--- src/rtl/acu_pkg.sv ---
// Shared op and FSM state encodings for the accumulator arbiter.
// Latency: n/a (types only).
// Backpressure: n/a.
package acu_pkg;

    typedef enum logic [1:0] {
        OP_LOAD = 2'b00,
        OP_ADD  = 2'b01,
        OP_SUB  = 2'b10,
        OP_READ = 2'b11
    } acu_op_e;

    typedef enum logic [1:0] {
        S_IDLE = 2'b00,
        S_EXEC = 2'b01,
        S_RESP = 2'b10
    } state_e;

endpackage

--- src/rtl/acu_arbiter_ctrl_rr_arbiter.sv ---
// Round-robin picker: first asserted request at or after ptr, wrapping.
// Latency: combinational.
// Backpressure: none; grant is recomputed every cycle from req.
module rr_arbiter #(
    parameter int NREQ = 4,
    localparam int IDW = $clog2(NREQ)
) (
    input  logic [NREQ-1:0] req,
    input  logic [IDW-1:0]  ptr,
    output logic [NREQ-1:0] grant,
    output logic [IDW-1:0]  grant_idx
);

    logic found;
    int   idx;

    always_comb begin
        grant     = '0;
        grant_idx = '0;
        found     = 1'b0;
        idx       = 0;
        for (int k = 0; k < NREQ; k++) begin
            idx = int'(ptr) + k;
            if (idx >= NREQ) begin
                idx = idx - NREQ;
            end
            if (!found && req[idx]) begin
                found      = 1'b1;
                grant[idx] = 1'b1;
                grant_idx  = IDW'(idx);
            end
        end
    end

endmodule

--- src/rtl/acu_arbiter_ctrl.sv ---
// Shares one external accumulator among NREQ requesters with round-robin arbitration.
// Latency: accept at T, accumulator write at T+1, response valid from T+2.
// Backpressure: response held until resp_ready; no new accept while busy.
module acu_arbiter_ctrl
    import acu_pkg::*;
#(
    parameter int WIDTH = 8,
    parameter int NREQ  = 4,
    localparam int IDW  = $clog2(NREQ)
) (
    input  logic                  clk,
    input  logic                  rst,
    input  logic [NREQ-1:0]       req_valid,
    input  logic [NREQ*2-1:0]     req_op,
    input  logic [NREQ*WIDTH-1:0] req_data,
    output logic [NREQ-1:0]       req_ready,
    input  logic [WIDTH-1:0]      acu_q,
    output logic [WIDTH-1:0]      acu_d,
    output logic                  acu_ce,
    output logic                  resp_valid,
    input  logic                  resp_ready,
    output logic [IDW-1:0]        resp_id,
    output logic [WIDTH-1:0]      resp_data,
    output logic                  resp_ovf,
    output logic                  busy
);

    typedef struct packed {
        acu_op_e          op;
        logic [WIDTH-1:0] data;
        logic [IDW-1:0]   id;
    } txn_t;

    state_e           state;
    state_e           state_nxt;
    txn_t             txn_q;
    logic [IDW-1:0]   rr_ptr;
    logic             ovf_q;

    logic [NREQ-1:0]  grant;
    logic [IDW-1:0]   grant_idx;
    logic             accept;
    logic             resp_hs;

    logic [WIDTH:0]   sum_ext;
    logic [WIDTH:0]   dif_ext;
    logic [WIDTH-1:0] alu_res;
    logic             alu_ovf;

    rr_arbiter #(.NREQ(NREQ)) u_arb (
        .req       (req_valid),
        .ptr       (rr_ptr),
        .grant     (grant),
        .grant_idx (grant_idx)
    );

    assign accept  = (state == S_IDLE) && (|req_valid);
    assign resp_hs = (state == S_RESP) && resp_ready;

    // Borrow falls out as the top bit of the widened subtraction.
    assign sum_ext = {1'b0, acu_q} + {1'b0, txn_q.data};
    assign dif_ext = {1'b0, acu_q} - {1'b0, txn_q.data};

    always_comb begin
        alu_res = acu_q;
        alu_ovf = 1'b0;
        case (txn_q.op)
            OP_LOAD: alu_res = txn_q.data;
            OP_ADD:  {alu_ovf, alu_res} = sum_ext;
            OP_SUB:  {alu_ovf, alu_res} = dif_ext;
            default: ;
        endcase
    end

    always_comb begin
        state_nxt = state;
        case (state)
            S_IDLE: if (|req_valid) state_nxt = S_EXEC;
            S_EXEC: state_nxt = S_RESP;
            S_RESP: if (resp_ready) state_nxt = S_IDLE;
            default: state_nxt = S_IDLE;
        endcase
    end

    always_ff @(posedge clk or posedge rst) begin
        if (rst) begin
            state  <= S_IDLE;
            txn_q  <= '0;
            rr_ptr <= '0;
            ovf_q  <= 1'b0;
        end else begin
            state <= state_nxt;
            if (accept) begin
                txn_q.op   <= acu_op_e'(req_op[2*int'(grant_idx) +: 2]);
                txn_q.data <= req_data[WIDTH*int'(grant_idx) +: WIDTH];
                txn_q.id   <= grant_idx;
            end
            if (state == S_EXEC) begin
                ovf_q <= alu_ovf;
            end
            // Pointer moves past the served requester so it ranks last next time.
            if (resp_hs) begin
                rr_ptr <= (txn_q.id == IDW'(NREQ-1)) ? '0 : txn_q.id + IDW'(1);
            end
        end
    end

    // rst gate keeps the combinational strobe low while reset is held.
    assign req_ready  = (accept && !rst) ? grant : '0;
    assign acu_ce     = (state == S_EXEC) && (txn_q.op != OP_READ);
    assign acu_d      = (state == S_EXEC) ? alu_res : '0;
    assign resp_valid = (state == S_RESP);
    assign resp_data  = resp_valid ? acu_q : '0;
    assign resp_id    = resp_valid ? txn_q.id : '0;
    assign resp_ovf   = resp_valid & ovf_q;
    assign busy       = (state != S_IDLE);

endmodule
--- config.mk ---
export PLATFORM = sky130hd
export DESIGN_NAME = acu_arbiter_ctrl
export DESIGN_NICKNAME = d
export VERILOG_FILES = /design/src/rtl/acu_pkg.sv /design/src/rtl/acu_arbiter_ctrl_rr_arbiter.sv /design/src/rtl/acu_arbiter_ctrl.sv
export SDC_FILE = /design/constraint.sdc
export NUM_CORES = 1
export LEC_CHECK = 0
export CAP_MARGIN = 40
export CORE_UTILIZATION = 48
export DETAILED_ROUTE_END_ITERATION = 8
export PLACE_DENSITY = 0.93
export SYNTH_ARGS = -nofsm -noshare
export SYNTH_HDL_FRONTEND = slang
export SYNTH_SLANG_ARGS = --single-unit
export TNS_END_PERCENT = 10
--- constraint.sdc ---
create_clock -name clk -period 3.4 [get_ports clk]
set_clock_uncertainty 0.05 [all_clocks]
set_input_delay 0.34 -clock clk [delete_from_list [all_inputs] [get_ports clk]]
set_output_delay 0.34 -clock clk [all_outputs]
set_load 0.1 [all_outputs]
==> results.py <==
metrics = {
    "final_layout": {
        "diodes": 0,
        "syn2layout_area_growth_pct": 38.0,
        "stdcell_count": 470,
        "fill_cells": 389,
        "nets": 485,
        "drive_above_1_share": 0.203,
    },
    "floorplan": {
        "initial_utilization": 0.511,
        "die-area_um2": 5840,
        "core-area_um2": 5200,
        "fp.dieW_um": 76.4,
        "dieHeight_um": 76.4,
        "pin_count": 81,
        "row_count": 26,
    },
    "place": {
        "place.gp.congestion": 0.935,
        "portBuffers": 80,
        "dp_hpwl_mm": 6.08,
        "placed_cells": 466,
    },
    "global_routing": {
        "antenna_found_initial": 0,
        "grt_max_degree": 22,
        "grt_pass1_vias": 2840,
        "grt_usage": 0.268,
        "overflow": 0,
        "grt_first_pass_wirelength_mm": 12.9,
    },
    "logic_synthesis": {
        "synthFlopType": "dfrtp_1",
        "synth.distinct_cells": 62,
        "synth_nets": 411,
        "syn_area_um2": 2660,
        "yosysWarnings": 0,
        "synth_seq_area_share": 0.160,
        "syn_avg_cell_area_um2": 8.13,
        "syn_inst": 327,
        "synth-seq-cells": 17,
        "async_reset_ff_frac": 1.00,
        "synth-edff-count": 0,
    },
    "routing": {
        "dr.first_iter.drc_count": 258,
        "wl_per_cell_um": 16.4,
        "via_count": 2870,
        "ant_nets": 0,
        "via_per_inst": 6.11,
        "drc": 0,
        "drtPass1Iterations": 5,
        "wirelength_mm": 7.72,
    },
    "sta": {
        "finalHoldViolCount": 0,
        "setup_viol": 0,
        "tightest_slew_ps": 644,
        "finalCriticalPeriod_ps": 3340,
        "max_freq_mhz": 299,
        "max_slew_margin": 0.570,
        "rsz0062_at_grt": "no",
        "period_share": 0.983,
        "slew_violations": 0,
    },
    "clock_network": {
        "cts_tree": "yes",
        "cts-root-buf": "clkbuf_8",
        "clkLatencyLatePin_ps": 250,
        "clk_pin_slew_ps": 70,
        "cts-htree-levels": 1,
        "clockBufferDepth": 2,
        "cts_buffers": 3,
        "cts_setup_buffers": 0,
        "clock_sinks": 17,
    },
    "worst_setup_path": {
        "path_cells": "clkdlybuf4s50_1 > inv_1 > ha_1 > fa_1 > and3b_1 > a211oi_1 > o31ai_2 > o221ai_1 > a221oi_2 > nor3_2 > buf_12",
        "crit_fanout": 4,
        "endpoint_kind": "primary output",
        "cp_num_buf_inv": 3,
        "cp.required_ps": 3010,
        "critPathTopFamily": "compound AO/OA/AOI/OAI gates",
        "slowest_stage": "clkdlybuf4s50_1",
        "cp_data_arrival_time_ps": 2950,
        "critPathKind": "primary input to primary output",
        "r2r_slack_ps": 940,
        "startpoint_type": "primary input",
        "slowest_delay_ps": 480,
    },
    "run": {
        "max_cap_violations": 0,
    },
    "power": {
        "power_density_nw_per_um2": 1120,
        "vdd_drop_max_mv": 0.731,
        "p_total_mw": 4.10,
        "leakage_nw": 1.60,
    },
    "outcome": {
        "status": "finished clean",
    },
    "worst_hold_path": {
        "hp-class": "primary input to asynchronous set/reset pin",
    },
}
[cell usage after synthesis, drive strengths merged (3+ instances only)]
cell	number	share of area
nor3	32	0.066
nor2	31	0.044
inv	30	0.042
ha	27	0.13
nand2	22	0.032
a211oi	17	0.067
dfrtp	17	0.16
o21ai	16	0.032
a21oi	15	0.028
mux2	13	0.069
mux2i	13	0.049
buf	11	0.036
clkbuf	9	0.013
nor2b	8	0.019
and2	6	0.014
a221oi	5	0.019
nand2b	5	0.012
o211ai	5	0.014
o22ai	5	0.012
a221o	3	0.011
[cell usage in the layout (no fill, tap or decap), types with 3 or more instances in the layout]
master           synthesis  final
a211oi_1                 7      6
a211oi_2                10     11
a21oi_1                 15     15
a221o_1                  3      3
a221oi_2                 1      3
and2_1                   6      6
buf_12                   0     12
buf_4                    1     21
clkbuf_8                 0      3
clkdlybuf4s50_1          0     55
dfrtp_1                 17     17
ha_1                    27     27
inv_1                   29     29
mux2_2                   3      3
mux2_4                  10     10
mux2i_1                 13     13
nand2_1                 21     21
nand2b_1                 5      5
nor2_1                  31     31
nor2b_1                  8      8
nor3_1                  30     29
o211ai_1                 5      5
o21ai_0                 14     14
o22ai_1                  5      5
[final timing paths]
path                             end  cells past startpoint       from
setup reg to reg            txn_q[7]                      8  rr_ptr[0]
min in group clk           rr_ptr[0]                      1   txn_q[0]
hold / removal              txn_q[1]                      3        rst
max in group asynchronous   txn_q[9]                      3        rst
setup / recovery            acu_d[6]                     11   acu_q[0]
hold reg to reg            rr_ptr[0]                      1   txn_q[0]
[sequential cells by signal (all words and copies together) (netlist names)]
register / flops
txn_q: 12
rr_ptr: 2
state: 2
ovf_q: 1
[timing repair]
item                       CTS  global route
hold buffers                 0             0
setup endpoints to repair    1             1
resized for setup            1             1
[tightest hold or removal path, delay by kind of cell]
family | cells | cell delay, ps
buffers and inverters | 3 | 690
[power by group]
part,internal [mW],switching [mW]
sequential,0.305,0.105
combinational,1.31,2.24
clock,0.0814,0.0691
[cell type report]
cell class,instances,area [um2],area share
multi-input combinational,259,2030,0.553
timing repair buffer,89,963,0.263
sequential,17,425,0.116
inverter,31,116,0.0317
tap,70,87.6,0.0239
clock buffer,3,41.3,0.0113
clock inverter,1,5.00,0.00136
[cells by family after synthesis]
family / count (synthesis) / share of synthesized area
compound gates: 86 / 0.250
xor+xnor: 1 / 0.00329
fa+ha+maj: 29 / 0.142
buf+inv: 51 / 0.0922
flops: 17 / 0.160
mux: 27 / 0.127
simple gates: 116 / 0.226
[metal layers]
layer	track usage	routed length, um	vias up
met5	0	0	-
met4	0.102	187	0
met3	0.0216	571	20
met2	0.503	4030	177
met1	0.312	2930	1346
li1	-	-	1327
[metrics by stage]
step / worst slack [ps] / util / instance area [um2] / hold WS, ps / setup TNS (ps)
2_1_floorplan: -613 / - / 2680 / 224 / -5230
3_3_place_gp: 86.1 / 0.691 / 3600 / 428 / 0
3_5_place_dp: -44.4 / 0.694 / 3610 / 443 / -44.4
4_1_cts: 65.8 / 0.704 / 3660 / 363 / 0
5_1_grt: 10.2 / 0.705 / 3670 / 400 / 0
6_report: 59.1 / 0.705 / 3670 / 351 / 0
No activity file was read; power rests on OpenSTA's default activity.
